<file path="src/rtl/fsqrt_pipe_if.sv">
// fsqrt_pipe_if: operand/result handshake bundle for the pipelined
// square root, with the tag side-channel on both sides.
interface fsqrt_pipe_if #(
    parameter int TAG_W = 4
);
    logic             in_valid;
    logic             in_ready;
    logic [31:0]      x;
    logic [TAG_W-1:0] in_tag;
    logic             out_valid;
    logic             out_ready;
    logic [31:0]      res;
    logic [TAG_W-1:0] out_tag;
    logic             invalid;

    modport slave (
        input  in_valid, x, in_tag, out_ready,
        output in_ready, out_valid, res, out_tag, invalid
    );

    modport master (
        output in_valid, x, in_tag, out_ready,
        input  in_ready, out_valid, res, out_tag, invalid
    );
endinterface

</file>
<file path="src/rtl/fsqrt_pipe.sv">
// fsqrt_pipe: pipelined IEEE-754 single sqrt, restoring digit
// recurrence with valid/ready flow control and a tag side-channel.
module fsqrt_pipe #(
    parameter int STAGES = 8,
    parameter int TAG_W  = 4
) (
    input logic         clk,
    input logic         rstn,
    fsqrt_pipe_if.slave io
);
    localparam int K = 24 / STAGES;

    typedef struct packed {
        logic             spec;
        logic             inv;
        logic [31:0]      sres;
        logic [8:0]       er;
        logic [47:0]      rad;
        logic [23:0]      q;
        logic [25:0]      rem;
        logic [TAG_W-1:0] tag;
    } st_t;

    st_t         d [0:STAGES];
    logic [STAGES:0] v;
    logic [STAGES:0] adv;
    logic        sp_free;
    logic        in_rdy;

    logic             ov;
    logic [31:0]      ores;
    logic [TAG_W-1:0] otag;
    logic             oinv;

    function automatic st_t unpack(
        input logic [31:0]      a,
        input logic [TAG_W-1:0] t
    );
        st_t        u;
        logic [23:0] m24;
        logic       zero, nan, neg, inf;
        u     = '0;
        u.tag = t;
        m24   = {1'b1, a[22:0]};
        u.er  = (({1'b0, a[30:23]} + 9'd1) >> 1) + 9'd63;
        u.rad = a[23] ? {1'b0, m24, 23'b0} : {m24, 24'b0};
        zero  = a[30:23] == 8'd0;
        nan   = a[30:23] == 8'hFF && a[22:0] != 23'd0;
        neg   = a[31] && !zero && !nan;
        inf   = !a[31] && a[30:23] == 8'hFF && a[22:0] == 23'd0;
        unique case (1'b1)
            zero: begin
                u.spec = 1'b1;
                u.sres = {a[31], 31'b0};
            end
            nan, neg: begin
                u.spec = 1'b1;
                u.inv  = 1'b1;
                u.sres = 32'h7FC0_0000;
            end
            inf: begin
                u.spec = 1'b1;
                u.sres = 32'h7F80_0000;
            end
            default: ;
        endcase
        return u;
    endfunction

    // K root bits per stage; radicand consumed two bits per step
    function automatic st_t step(input st_t a);
        st_t         b;
        logic [27:0] r4;
        logic [27:0] t;
        b = a;
        for (int k = 0; k < K; k++) begin
            r4    = {b.rem, b.rad[47:46]};
            t     = r4 - {2'b0, b.q, 2'b01};
            b.rad = {b.rad[45:0], 2'b00};
            if (!t[27]) begin
                b.rem = t[25:0];
                b.q   = {b.q[22:0], 1'b1};
            end else begin
                b.rem = r4[25:0];
                b.q   = {b.q[22:0], 1'b0};
            end
        end
        return b;
    endfunction

    // rem > q means sqrt lies above q+0.5; never exactly halfway
    function automatic logic [31:0] pack(input st_t a);
        logic [24:0] q1;
        logic [7:0]  e8;
        q1 = {1'b0, a.q} + {24'd0, (a.rem > {2'b00, a.q})};
        e8 = a.er[7:0];
        if (a.spec)
            return a.sres;
        else if (q1[24])
            return {1'b0, e8 + 8'd1, 23'd0};
        else
            return {1'b0, e8, q1[22:0]};
    endfunction

    always_comb begin
        logic nf;
        sp_free = !ov || io.out_ready;
        nf      = sp_free;
        adv     = '0;
        for (int i = STAGES; i >= 0; i--) begin
            adv[i] = v[i] && nf;
            nf     = !v[i] || nf;
        end
        in_rdy = nf;
    end

    always_ff @(posedge clk or negedge rstn) begin
        if (!rstn) begin
            v    <= '0;
            ov   <= 1'b0;
            ores <= '0;
            otag <= '0;
            oinv <= 1'b0;
            for (int i = 0; i <= STAGES; i++)
                d[i] <= '0;
        end else begin
            if (in_rdy)
                v[0] <= io.in_valid;
            if (io.in_valid && in_rdy)
                d[0] <= unpack(io.x, io.in_tag);
            for (int i = 1; i <= STAGES; i++) begin
                if (!v[i] || adv[i])
                    v[i] <= adv[i-1];
                if (adv[i-1])
                    d[i] <= step(d[i-1]);
            end
            if (sp_free)
                ov <= v[STAGES];
            if (adv[STAGES]) begin
                ores <= pack(d[STAGES]);
                otag <= d[STAGES].tag;
                oinv <= d[STAGES].inv;
            end
        end
    end

    assign io.in_ready  = in_rdy;
    assign io.out_valid = ov;
    assign io.res       = ores;
    assign io.out_tag   = otag;
    assign io.invalid   = oinv;
endmodule
</file>
<file path="src/flat_wrapper.sv">
// flat-port wrapper written by rule: the top's interface ports become plain ports
module fsqrt_pipe_flat 
#(
    parameter int STAGES = 8,
    parameter int TAG_W  = 4
)
  (clk, rstn, io_in_valid, io_x, io_in_tag, io_out_ready, io_in_ready, io_out_valid, io_res, io_out_tag, io_invalid);
  fsqrt_pipe_if #(.TAG_W(TAG_W)) io_i ();
  input logic clk;
  input logic rstn;
  input wire logic [$bits(io_i.in_valid)-1:0] io_in_valid;
  input wire logic [$bits(io_i.x)-1:0] io_x;
  input wire logic [$bits(io_i.in_tag)-1:0] io_in_tag;
  input wire logic [$bits(io_i.out_ready)-1:0] io_out_ready;
  output wire logic [$bits(io_i.in_ready)-1:0] io_in_ready;
  output wire logic [$bits(io_i.out_valid)-1:0] io_out_valid;
  output wire logic [$bits(io_i.res)-1:0] io_res;
  output wire logic [$bits(io_i.out_tag)-1:0] io_out_tag;
  output wire logic [$bits(io_i.invalid)-1:0] io_invalid;
  assign io_i.in_valid = io_in_valid;
  assign io_i.x = io_x;
  assign io_i.in_tag = io_in_tag;
  assign io_i.out_ready = io_out_ready;
  assign io_in_ready = io_i.in_ready;
  assign io_out_valid = io_i.out_valid;
  assign io_res = io_i.res;
  assign io_out_tag = io_i.out_tag;
  assign io_invalid = io_i.invalid;
  fsqrt_pipe #(.STAGES(STAGES), .TAG_W(TAG_W)) u_core (.clk(clk), .rstn(rstn), .io(io_i));
endmodule
</file>
<file path="config.mk">
export PLATFORM = sky130hd
export DESIGN_NAME = fsqrt_pipe_flat
export DESIGN_NICKNAME = d
export VERILOG_FILES = /design/src/rtl/fsqrt_pipe_if.sv /design/src/rtl/fsqrt_pipe.sv /design/src/flat_wrapper.sv
export SDC_FILE = /design/constraint.sdc
export NUM_CORES = 2
export LEC_CHECK = 0
export ABC_AREA = 1
export CAP_MARGIN = 25
export CORE_ASPECT_RATIO = 0.9
export CORE_MARGIN = 2
export CORE_UTILIZATION = 50
export CTS_CLUSTER_DIAMETER = 120
export DETAILED_ROUTE_END_ITERATION = 12
export GPL_TIMING_DRIVEN = 0
export PLACE_DENSITY = 0.71
export SYNTH_ARGS = -nofsm -noshare
export SYNTH_HDL_FRONTEND = slang
export SYNTH_SLANG_ARGS = --single-unit
</file>
<file path="constraint.sdc">
create_clock -name clk -period 18 [get_ports clk]
set_input_delay 3.6 -clock clk [delete_from_list [all_inputs] [get_ports clk]]
set_output_delay 3.6 -clock clk [all_outputs]
set_load 0.01 [all_outputs]
</file>
==> flow_summary.json <==
{
  "cts_root_buffer": "clkbuf_16",
  "ant_nets": 0,
  "coreArea_mm2": 0.105,
  "drt_first_iter_violations": 5136,
  "finalCoreUtilization_pct": 54.9,
  "path_clk_slew_ns": 0.06,
  "cts_sinks": 570,
  "fin_ws_ns": 7.67,
  "max_slew.worst_pin.slew_ns": 1.07,
  "min_to": "u_core.d[538]$_DFFE_PN0P_",
  "synth-seq-area-share_pct": 27.0,
  "synth-xor-area-share_pct": 5.26,
  "vias": 55500,
  "worstPathArrival_ns": 6.73,
  "nets": 9181,
  "min_period_ns": 10.33,
  "synthSimpleGateAreaFrac_pct": 40.4,
  "hold_class": "flop to flop",
  "skew_ns": 0.0354,
  "post_cts_buffers": 0,
  "synth_mux_area_share_pct": 0.0378,
  "dieHeight_um": 313,
  "die_x_um": 347,
  "cap_violations": 0,
  "syn2layout_area_growth_pct": 9.17,
  "drc": 0,
  "yosysWarnings": 0,
  "reg2reg_depth": 41,
  "cts_tree": "done",
  "route.detailed.wl_per_inst_um": 16.7,
  "post_drt_via_cell_ratio": 5.41,
  "drive_gt1_share_pct": 4.30,
  "async_flop_share_pct": 100,
  "dp_hpwl_mm": 140,
  "status": "completed",
  "cts.path.max_buffers": 3,
  "synth_top_family_by_area": "simple AND/OR/NAND/NOR gates",
  "regToRegSetupSlack_ns": 8.86,
  "fin_area_mm2": 0.0578,
  "grt_use_total_pct": 31.2,
  "rows": 113,
  "cp_slowest_stage_delay_ns": 0.51,
  "clk_latency_ns": 0.67,
  "syn_area_mm2": 0.0529,
  "setup_viol": 0,
  "synth-edff-count": 0,
  "slew-limit-headroom_pct": 27.9,
  "cpMostUsedCell": "nor2_1",
  "rsz0062_at_grt": "false",
  "syn_area_per_cell_um2": 6.10,
  "grt_overflow_total": 0,
  "htree_levels": 3,
  "final.period_utilization_pct": 57.4,
  "synth_compound_area_share_pct": 9.93,
  "cpLargestDelayFamily": "buffers and inverters",
  "worst-path-buf-inv": 10,
  "cp_max_fo": 3,
  "slowest_stage": "clkdlybuf4s50_1",
  "synth_ff_type": "dfrtp_1",
  "grt_pass1_vias": 51900,
  "end_kind": "primary output",
  "synth_top_cell_by_area": "dfrtp_1",
  "grt_pass1_wl_mm": 274,
  "hold_slack_ns": 0.459,
  "drt_wl_total_mm": 171,
  "synthCells": 8675,
  "report.final.hold_viol_count": 0,
  "pre_cts_slack_ns": 7.68,
  "synth_nets": 9030,
  "r2r_end": "u_core.d[14]$_DFFE_PN0P_",
  "worstPathRequired_ns": 14.40,
  "portBuffers": 78,
  "numCtsBuffers": 66,
  "synth-seq-cells": 570,
  "hp-start": "u_core.d[683]$_DFFE_PN0P_",
  "dpl_cell_area_mm2": 0.0556,
  "fmax_mhz": 96.8,
  "hold_buffers": 0,
  "r2r-start": "u_core.d[176]$_DFFE_PN0P_",
  "synthAdderAreaFrac_pct": 7.52,
  "crit_path_start_kind": "primary input",
  "antenna_found_initial": 0,
  "place_congestion": 1.02,
  "ys_types": 64,
  "boundaryPins": 79,
  "drtPass1Iterations": 7,
  "path_class": "primary input to primary output",
  "cts_resized": 0,
  "synth_area_leaders": "dfrtp_1 27%, nand2_1 25%, inv_1 7.6%",
  "maxSlewViolCount": 0,
  "min_path_cells": 2,
  "synth_top_area_share_pct": 27.0,
  "initial_core_util_pct": 50.3,
  "die-area_mm2": 0.108,
  "grt_max_degree": 120,
  "path_cells": "clkdlybuf4s50_1 > nor2_1 > inv_1 > nor2_1 > inv_1 > nor2_1 > inv_1 > nor2_1 > inv_1 > nor2_1 > inv_1 > nor2_1 > inv_1 > nor2_1 > inv_1 > nor2_1 > inv_1 > nor2_1 > nand2_1 > clkdlybuf4s50_1"
}
cell families (layout without fill, tap and decap cells):
group,count (synthesis),after routing
other cells,0,1
fa+ha+maj,315,315
buf+inv,1326,1527
simple gates,5169,5169
compound gates,976,976
xor+xnor,317,317
flops,570,570
mux,2,2
cells in the final DEF (no fill, tap or decap), drive strengths merged, types with 7 or more instances in the layout:
cell	count
nand2	3563
inv	1117
nor2	692
nand3	624
dfrtp	570
o21ai	543
ha	310
a21oi	295
clkbuf	215
xor2	190
nand4	144
xnor2	127
buf	90
clkdlybuf4s50	77
nor3	61
a31oi	41
o21a	27
nand3b	27
nor4	27
clkinv	19
or2	17
o211ai	10
and2	9
a21o	9
o221ai	8
a21boi	8
a211oi	7
through the flow:
step           instances  setup TNS (ns)
4_1_cts            10300               0
6_report           10300               0
3_3_place_gp       10100        -6833.62
2_1_floorplan       8675               0
3_5_place_dp       10100               0
5_1_grt            10300               0
layout make-up:
cell class	instances	area [µm²]
Fill cell	10700	47400
Multi-Input combinational cell	6779	33400
Sequential cell	570	14300
Inverter	1113	4180
Clock buffer	86	1850
Tap cell	1380	1730
Buffer	213	1050
Timing Repair Buffer	83	923
Clock inverter	32	350
Antenna cell	1	2.50
registers in the layout, summed over array words and instances, names as in the netlist:
name and cells:
u_core.io.out_valid 1, u_core.d 523, u_core.v 9, u_core.io.out_tag 4
u_core.io.invalid 1, u_core.io.res 32
synthesized netlist by cell type, types with 6 or more instances:
cell,count
a211oi_1,7
a21boi_0,7
a21o_1,9
a21oi_1,291
a31oi_1,41
and2_1,9
buf_1,16
buf_2,27
buf_4,25
buf_6,16
clkbuf_1,129
dfrtp_1,570
ha_1,310
inv_1,1067
inv_2,42
nand2_1,3493
nand2_2,63
nand2_4,7
nand3_1,616
nand3_2,6
nand3b_1,27
nand4_1,140
nor2_1,646
nor2_2,31
nor2_4,14
nor3_1,60
nor4_1,27
o211ai_1,10
o21a_1,27
o21ai_0,519
o21ai_1,21
o221ai_1,8
or2_2,16
xnor2_1,127
xor2_1,189
worst min-delay path: cells and delay by family, from the launching register on:
kind	cells	cell delay, ns
flip-flops	1	0.35
AND/OR/NAND/NOR	2	0.11
routing by layer:
layer	vias to the layer above	share of wire [%]	global-route usage (%)
met4	0	3.6	10.9
met2	1861	45	51.3
met1	25500	44	42.1
met5	-	0	0
li1	27800	-	-
met3	330	7.1	4.27
worst max path at each step:
stage | start | to | depth (start not counted) | slack [ns]
6_report | io_out_ready | io_in_ready | 20 | 7.67
5_1_grt | io_out_ready | io_in_ready | 20 | 7.34
4_1_cts | io_out_ready | io_in_ready | 20 | 7.66
3_5_place_dp | io_out_ready | io_in_ready | 20 | 7.68
3_3_place_gp | rstn | u_core.d[1028]$_DFFE_PN0P_ | 1 | -12.12
2_1_floorplan | io_out_ready | io_in_ready | 18 | 9.36
Power is left out: the tool's default activity adds up to more than one toggle a clock period on the data nets, which glitch-free logic cannot reach.
